### src/rtl/uart_line_arbiter.sv
// Line-locking arbiter: shares one UART TX byte stream among NUM_REQ sources so that
// text lines never interleave; round-robin between lines, idle-timeout forced release.
module uart_line_arbiter #(
    parameter int unsigned NUM_REQ        = 4,
    parameter int unsigned TIMEOUT_CYCLES = 1024,
    localparam int unsigned ID_W          = (NUM_REQ > 1) ? $clog2(NUM_REQ) : 1
) (
    input  logic                   clk,
    input  logic                   resetn,
    input  logic [NUM_REQ-1:0]     req_valid,
    input  logic [8*NUM_REQ-1:0]   req_data,
    output logic [NUM_REQ-1:0]     req_ready,
    output logic                   tx_valid,
    output logic [7:0]             tx_data,
    input  logic                   tx_ready,
    output logic [ID_W-1:0]        owner,
    output logic                   owner_valid,
    output logic                   timeout_pulse
);

    localparam int unsigned     CNT_W    = $clog2(TIMEOUT_CYCLES + 1);
    localparam logic [CNT_W-1:0] CNT_LAST = CNT_W'(TIMEOUT_CYCLES - 1);
    localparam logic [CNT_W-1:0] CNT_MAX  = {CNT_W{1'b1}};
    localparam logic [ID_W-1:0]  ID_LAST  = ID_W'(NUM_REQ - 1);
    localparam logic [7:0]       NEWLINE  = 8'h0a;

    typedef enum logic {
        IDLE,
        LOCKED
    } state_t;

    state_t            state_q, state_d;
    logic [ID_W-1:0]   owner_q, owner_d;
    logic              owner_valid_q, owner_valid_d;
    logic [ID_W-1:0]   rr_ptr_q, rr_ptr_d;
    logic [CNT_W-1:0]  idle_cnt_q, idle_cnt_d;
    logic              timeout_q, timeout_d;

    logic [7:0]        req_byte [NUM_REQ];
    logic              grant_found;
    logic [ID_W-1:0]   grant_id;
    logic [ID_W-1:0]   cand_id;
    logic [ID_W-1:0]   next_ptr;

    for (genvar g = 0; g < NUM_REQ; g++) begin : g_unpack
        assign req_byte[g] = req_data[8*g +: 8];
    end

    // Round-robin search starting at rr_ptr
    always_comb begin
        grant_found = 1'b0;
        grant_id    = '0;
        cand_id     = '0;
        for (int unsigned k = 0; k < NUM_REQ; k++) begin
            cand_id = ID_W'((32'(rr_ptr_q) + k) % NUM_REQ);
            if (!grant_found && req_valid[cand_id]) begin
                grant_found = 1'b1;
                grant_id    = cand_id;
            end
        end
    end

    assign next_ptr = (owner_q == ID_LAST) ? '0 : owner_q + ID_W'(1);

    always_comb begin
        state_d       = state_q;
        owner_d       = owner_q;
        owner_valid_d = owner_valid_q;
        rr_ptr_d      = rr_ptr_q;
        idle_cnt_d    = idle_cnt_q;
        timeout_d     = 1'b0;
        tx_valid      = 1'b0;
        tx_data       = '0;
        req_ready     = '0;

        case (state_q)
            IDLE: begin
                if (grant_found) begin
                    owner_d       = grant_id;
                    owner_valid_d = 1'b1;
                    idle_cnt_d    = '0;
                    state_d       = LOCKED;
                end
            end
            LOCKED: begin
                tx_valid           = req_valid[owner_q];
                tx_data            = req_byte[owner_q];
                req_ready[owner_q] = tx_ready;
                if (req_valid[owner_q]) begin
                    idle_cnt_d = '0;
                    if (tx_ready && (req_byte[owner_q] == NEWLINE)) begin
                        state_d       = IDLE;
                        owner_valid_d = 1'b0;
                        rr_ptr_d      = next_ptr;
                    end
                end else if (idle_cnt_q == CNT_LAST) begin
                    state_d       = IDLE;
                    owner_valid_d = 1'b0;
                    rr_ptr_d      = next_ptr;
                    timeout_d     = 1'b1;
                end else if (idle_cnt_q != CNT_MAX) begin
                    idle_cnt_d = idle_cnt_q + CNT_W'(1);
                end
            end
            default: state_d = IDLE;
        endcase
    end

    always_ff @(posedge clk or negedge resetn) begin
        if (!resetn) begin
            state_q       <= IDLE;
            owner_q       <= '0;
            owner_valid_q <= 1'b0;
            rr_ptr_q      <= '0;
            idle_cnt_q    <= '0;
            timeout_q     <= 1'b0;
        end else begin
            state_q       <= state_d;
            owner_q       <= owner_d;
            owner_valid_q <= owner_valid_d;
            rr_ptr_q      <= rr_ptr_d;
            idle_cnt_q    <= idle_cnt_d;
            timeout_q     <= timeout_d;
        end
    end

    assign owner         = owner_q;
    assign owner_valid   = owner_valid_q;
    assign timeout_pulse = timeout_q;

endmodule

### config.mk
export PLATFORM = sky130hd
export DESIGN_NAME = uart_line_arbiter
export DESIGN_NICKNAME = d
export VERILOG_FILES = /design/src/rtl/uart_line_arbiter.sv
export SDC_FILE = /design/constraint.sdc
export NUM_CORES = 1
export LEC_CHECK = 0
export BUFFER_PORTS_ARGS = -buffer_cell sky130_fd_sc_hd__buf_2
export CAP_MARGIN = 30
export CORE_MARGIN = 10
export CORE_UTILIZATION = 35
export DETAILED_ROUTE_END_ITERATION = 8
export GPL_TIMING_DRIVEN = 0
export PLACE_DENSITY_LB_ADDON = 0.1
export SLEW_MARGIN = 20
export SYNTH_ARGS = -nofsm -noshare
export SYNTH_HDL_FRONTEND = slang
export SYNTH_SLANG_ARGS = --single-unit
### constraint.sdc
create_clock -name clk -period 2.1 [get_ports clk]
set_input_delay 0.21 -clock clk [delete_from_list [all_inputs] [get_ports clk]]
set_output_delay 0.21 -clock clk [all_outputs]
set_load 0.01 [all_outputs]
==> key figures <==
Synthesis
  • Mapped cell area: 1339 µm²
  • Flop and latch count out of synthesis: 18
  • Total number of yosys warnings: 0
  • Yosys top cell area share: 33.64%
  • Synth Flop Type: dfrtp_1
  • Register area share after synthesis: 33.64%
  • Number of synthesized flops with an enable pin: 0
  • Syn Nets: 180
  • Synth Instances: ~140
  • Synth unique cells: 41
  • Async S/R FF share, synth: 100.0%
  • Area contributors post-synth: dfrtp_1 34%, mux4_2 12%, and2_1 5.1%
  • Leading area contributor after synthesis: dfrtp_1
  • Syn Area/Cell: 9.844 µm²

Worst setup path
  • Worst-path fanout max: 4
  • Crit start category: flip-flop
  • Arrival @ worst endpoint: 2330 ps
  • Critical Path End Type: flip-flop
  • CP Class: reg -> reg
  • Critical Path RT: 2240 ps
  • R2r setup slk: -90 ps

Min path
  • Worst min path class: in -> reg

Drt
  • DR DRC count: 0
  • Routed Antenna Nets: 0
  • Initial DRC count: between 80 and 90
  • Routed WL per cell: 15.78 µm
  • Pre-antenna DRT Iters: 4
  • Vias per inst: 5.171
  • Vias: approximately 1,300
  • Detailed-route wire length: 3.962 mm

Run
  • Max cap viols: 0

Clocking
  • H-tree depth: 1
  • CTS buffer count: 3
  • CTS sink cnt: 18
  • CTS tree: done
  • Clock root cell: clkbuf_8
  • Clock tree buffer depth: 2
  • Clk_lat worst skew: about 250 ps
  • Clock transition at path regs: 70 ps

STA
  • Fin crit period: 2194 ps
  • Setup ws final: -94.47 ps
  • Fin Clk Skew: 3.472 ps
  • Fmax: roughly 460 MHz
  • RSZ-0062 raised after global routing: yes
  • Setup violators final: 2
  • Final worst-path cycle share: 104.5%
  • Max-slew violations: 0
  • Slew at the pin closest to its max-slew limit: 472.5 ps
  • Max-slew headroom: 68.21%
  • Final hold vios: 0

Final layout
  • Layout cell share with drive strength beyond 1: 43.35%
  • Post-route cell area: 1847 µm²
  • Fin nets: roughly 250
  • Final Non-Filler Cells: 251
  • Antenna diode count: 0
  • Area delta synth->final: 37.94%

Floorplan
  • I/O pin cnt: 56
  • Die H: 81.85 µm
  • DIE AREA: 6699 µm²
  • Initial Utilization: 36.30%
  • Total core area: 3689 µm²
  • Num rows: 22
  • Die width: 81.85 µm

Run status
  • Failing checks: setup timing
  • Status: finished with violations

Global route
  • Vias in the first global route: approximately 1,400
  • Overflow after GRT: 0
  • Initial antenna violation count: 0
  • GR Util All Layers: 12.12%
  • First-pass GRT wire length: 6.486 mm
  • Largest net degree at the start of global routing: 19

Place
  • Gpl congestion: 0.7836
  • HPWL Detailed: 3.191 mm
  • Port Buffers: 55
  • Post-placement cell count: 239
  • Area after DPL: 1679 µm²

Power and ir drop
  • Pleak: 0.8737 nW
  • Power Density: a little over 1000 nW/µm²
  • Peak supply drop: between 0.0004 and 0.0005 V
==> worst max-delay path: stages (launching register included) <==
cell	delay [ps]
dfrtp_2	410
buf_6	120
buf_16	100
mux4_2	510
nor4b_2	250
and4b_2	310
o21ai_4	80
mux2_4	310
==> synthesized netlist by cell type (all sizes together) (4+ instances only) <==
cell and instances:
ha 5, nor2 9, a31oi 4, and3 5
dfrtp 18, a21oi 9, inv 6, o21ai 11
mux4 9, nand2 7, clkbuf 5, and2 11
nand3 4
==> report_power, final <==
group	switching, mW	total (mW)	internal, mW	leakage [nW]
Sequential	0.0640	0.471	0.406	0.236
Combinational	0.543	1.13	0.592	0.609
Clock	0.116	0.282	0.166	0.0288
Total	0.722	1.89	1.17	0.874
==> registers in the layout (all words and copies together) (netlist names) <==
name,flops
idle_cnt_q,11
owner,2
owner_valid,1
rr_ptr_q,2
state_q,1
timeout_pulse,1
==> worst paths after layout <==
kind / from / endpoint / cells after the start
worst max-delay path: owner[0] / rr_ptr_q[1] / 7
worst min-delay path: req_valid[3] / owner[1] / 3
worst max register to register: owner[0] / rr_ptr_q[1] / 7
worst min register to register: owner_valid / owner_valid / 1
max in group asynchronous: resetn / owner[0] / 2
min in group asynchronous: resetn / idle_cnt_q[2] / 2
==> cell families (layout without fill, tap and decap cells) <==
logic type                 after synthesis  in the layout  synth area share [%]
and+or+nand+nor                         52             52                 22.71
AOI/OAI and AO/OA                       35             35                 16.17
DFF                                     18             18                 33.64
buffers and inverters                   14             81                 4.673
muxes                                   12             12                 18.13
adders and majority gates                5              5                 4.673
==> layout make-up <==
class,count,area [µm²]
buffer,8,46.29
clock buffer,4,55.05
fill,383,1842
inverter,6,22.52
multi-input combinational,104,849.6
sequential,18,451.7
tap,48,60.06
timing repair buffer,63,361.6
==> cells in the final DEF (no fill, tap or decap), types with 2 or more instances in the layout <==
cell type and instances:
clkbuf_8 4, buf_4 5, clkbuf_1 3, mux4_2 9
inv_1 6, nor2_1 9, mux2_4 2, nand2b_1 3
clkbuf_2 2, a21o_1 2, buf_2 57, and2_1 11
nand3_1 4, ha_1 5, nand4_1 3, a31oi_1 4
nand2_1 7, nor2b_1 2, o21ai_1 9, and3_1 5
dfrtp_1 17, a21oi_1 9
==> per-stage QoR <==
step	setup slack [ps]	hold slack (ps)	TNS, ps	power, mW	util [%]
global placement	-179.1	169.3	-394.7	1.443	45.52
floorplan	7.786	-85.59	0	1.143	-
detailed placement	-193.7	170.3	-432.2	1.469	45.52
CTS	-106.2	352.9	-222.6	1.872	49.63
finish	-94.47	354.9	-186.4	1.888	50.07
global route	-167.6	365.3	-448.8	2.039	50.07
==> repair_timing <==
action	4_1_cts	5_1_grt
setup endpoints to repair	5	7
pin swaps	5	1
resized for setup	5	9
hold buffers	1	0
gates cloned	1	0
endpoints found under the hold margin	18	0
buffers inserted	5	1
==> routing by layer <==
metal  wire [µm]  global-route usage [%]  vias to the layer above
met5           0                       0                        -
met4          30                   3.061                        0
met3         345                   3.275                        4
met2        1892                   21.24                       36
met1        1694                   14.28                      617
li1            -                       -                      641
(Power assumes the default switching activity.)
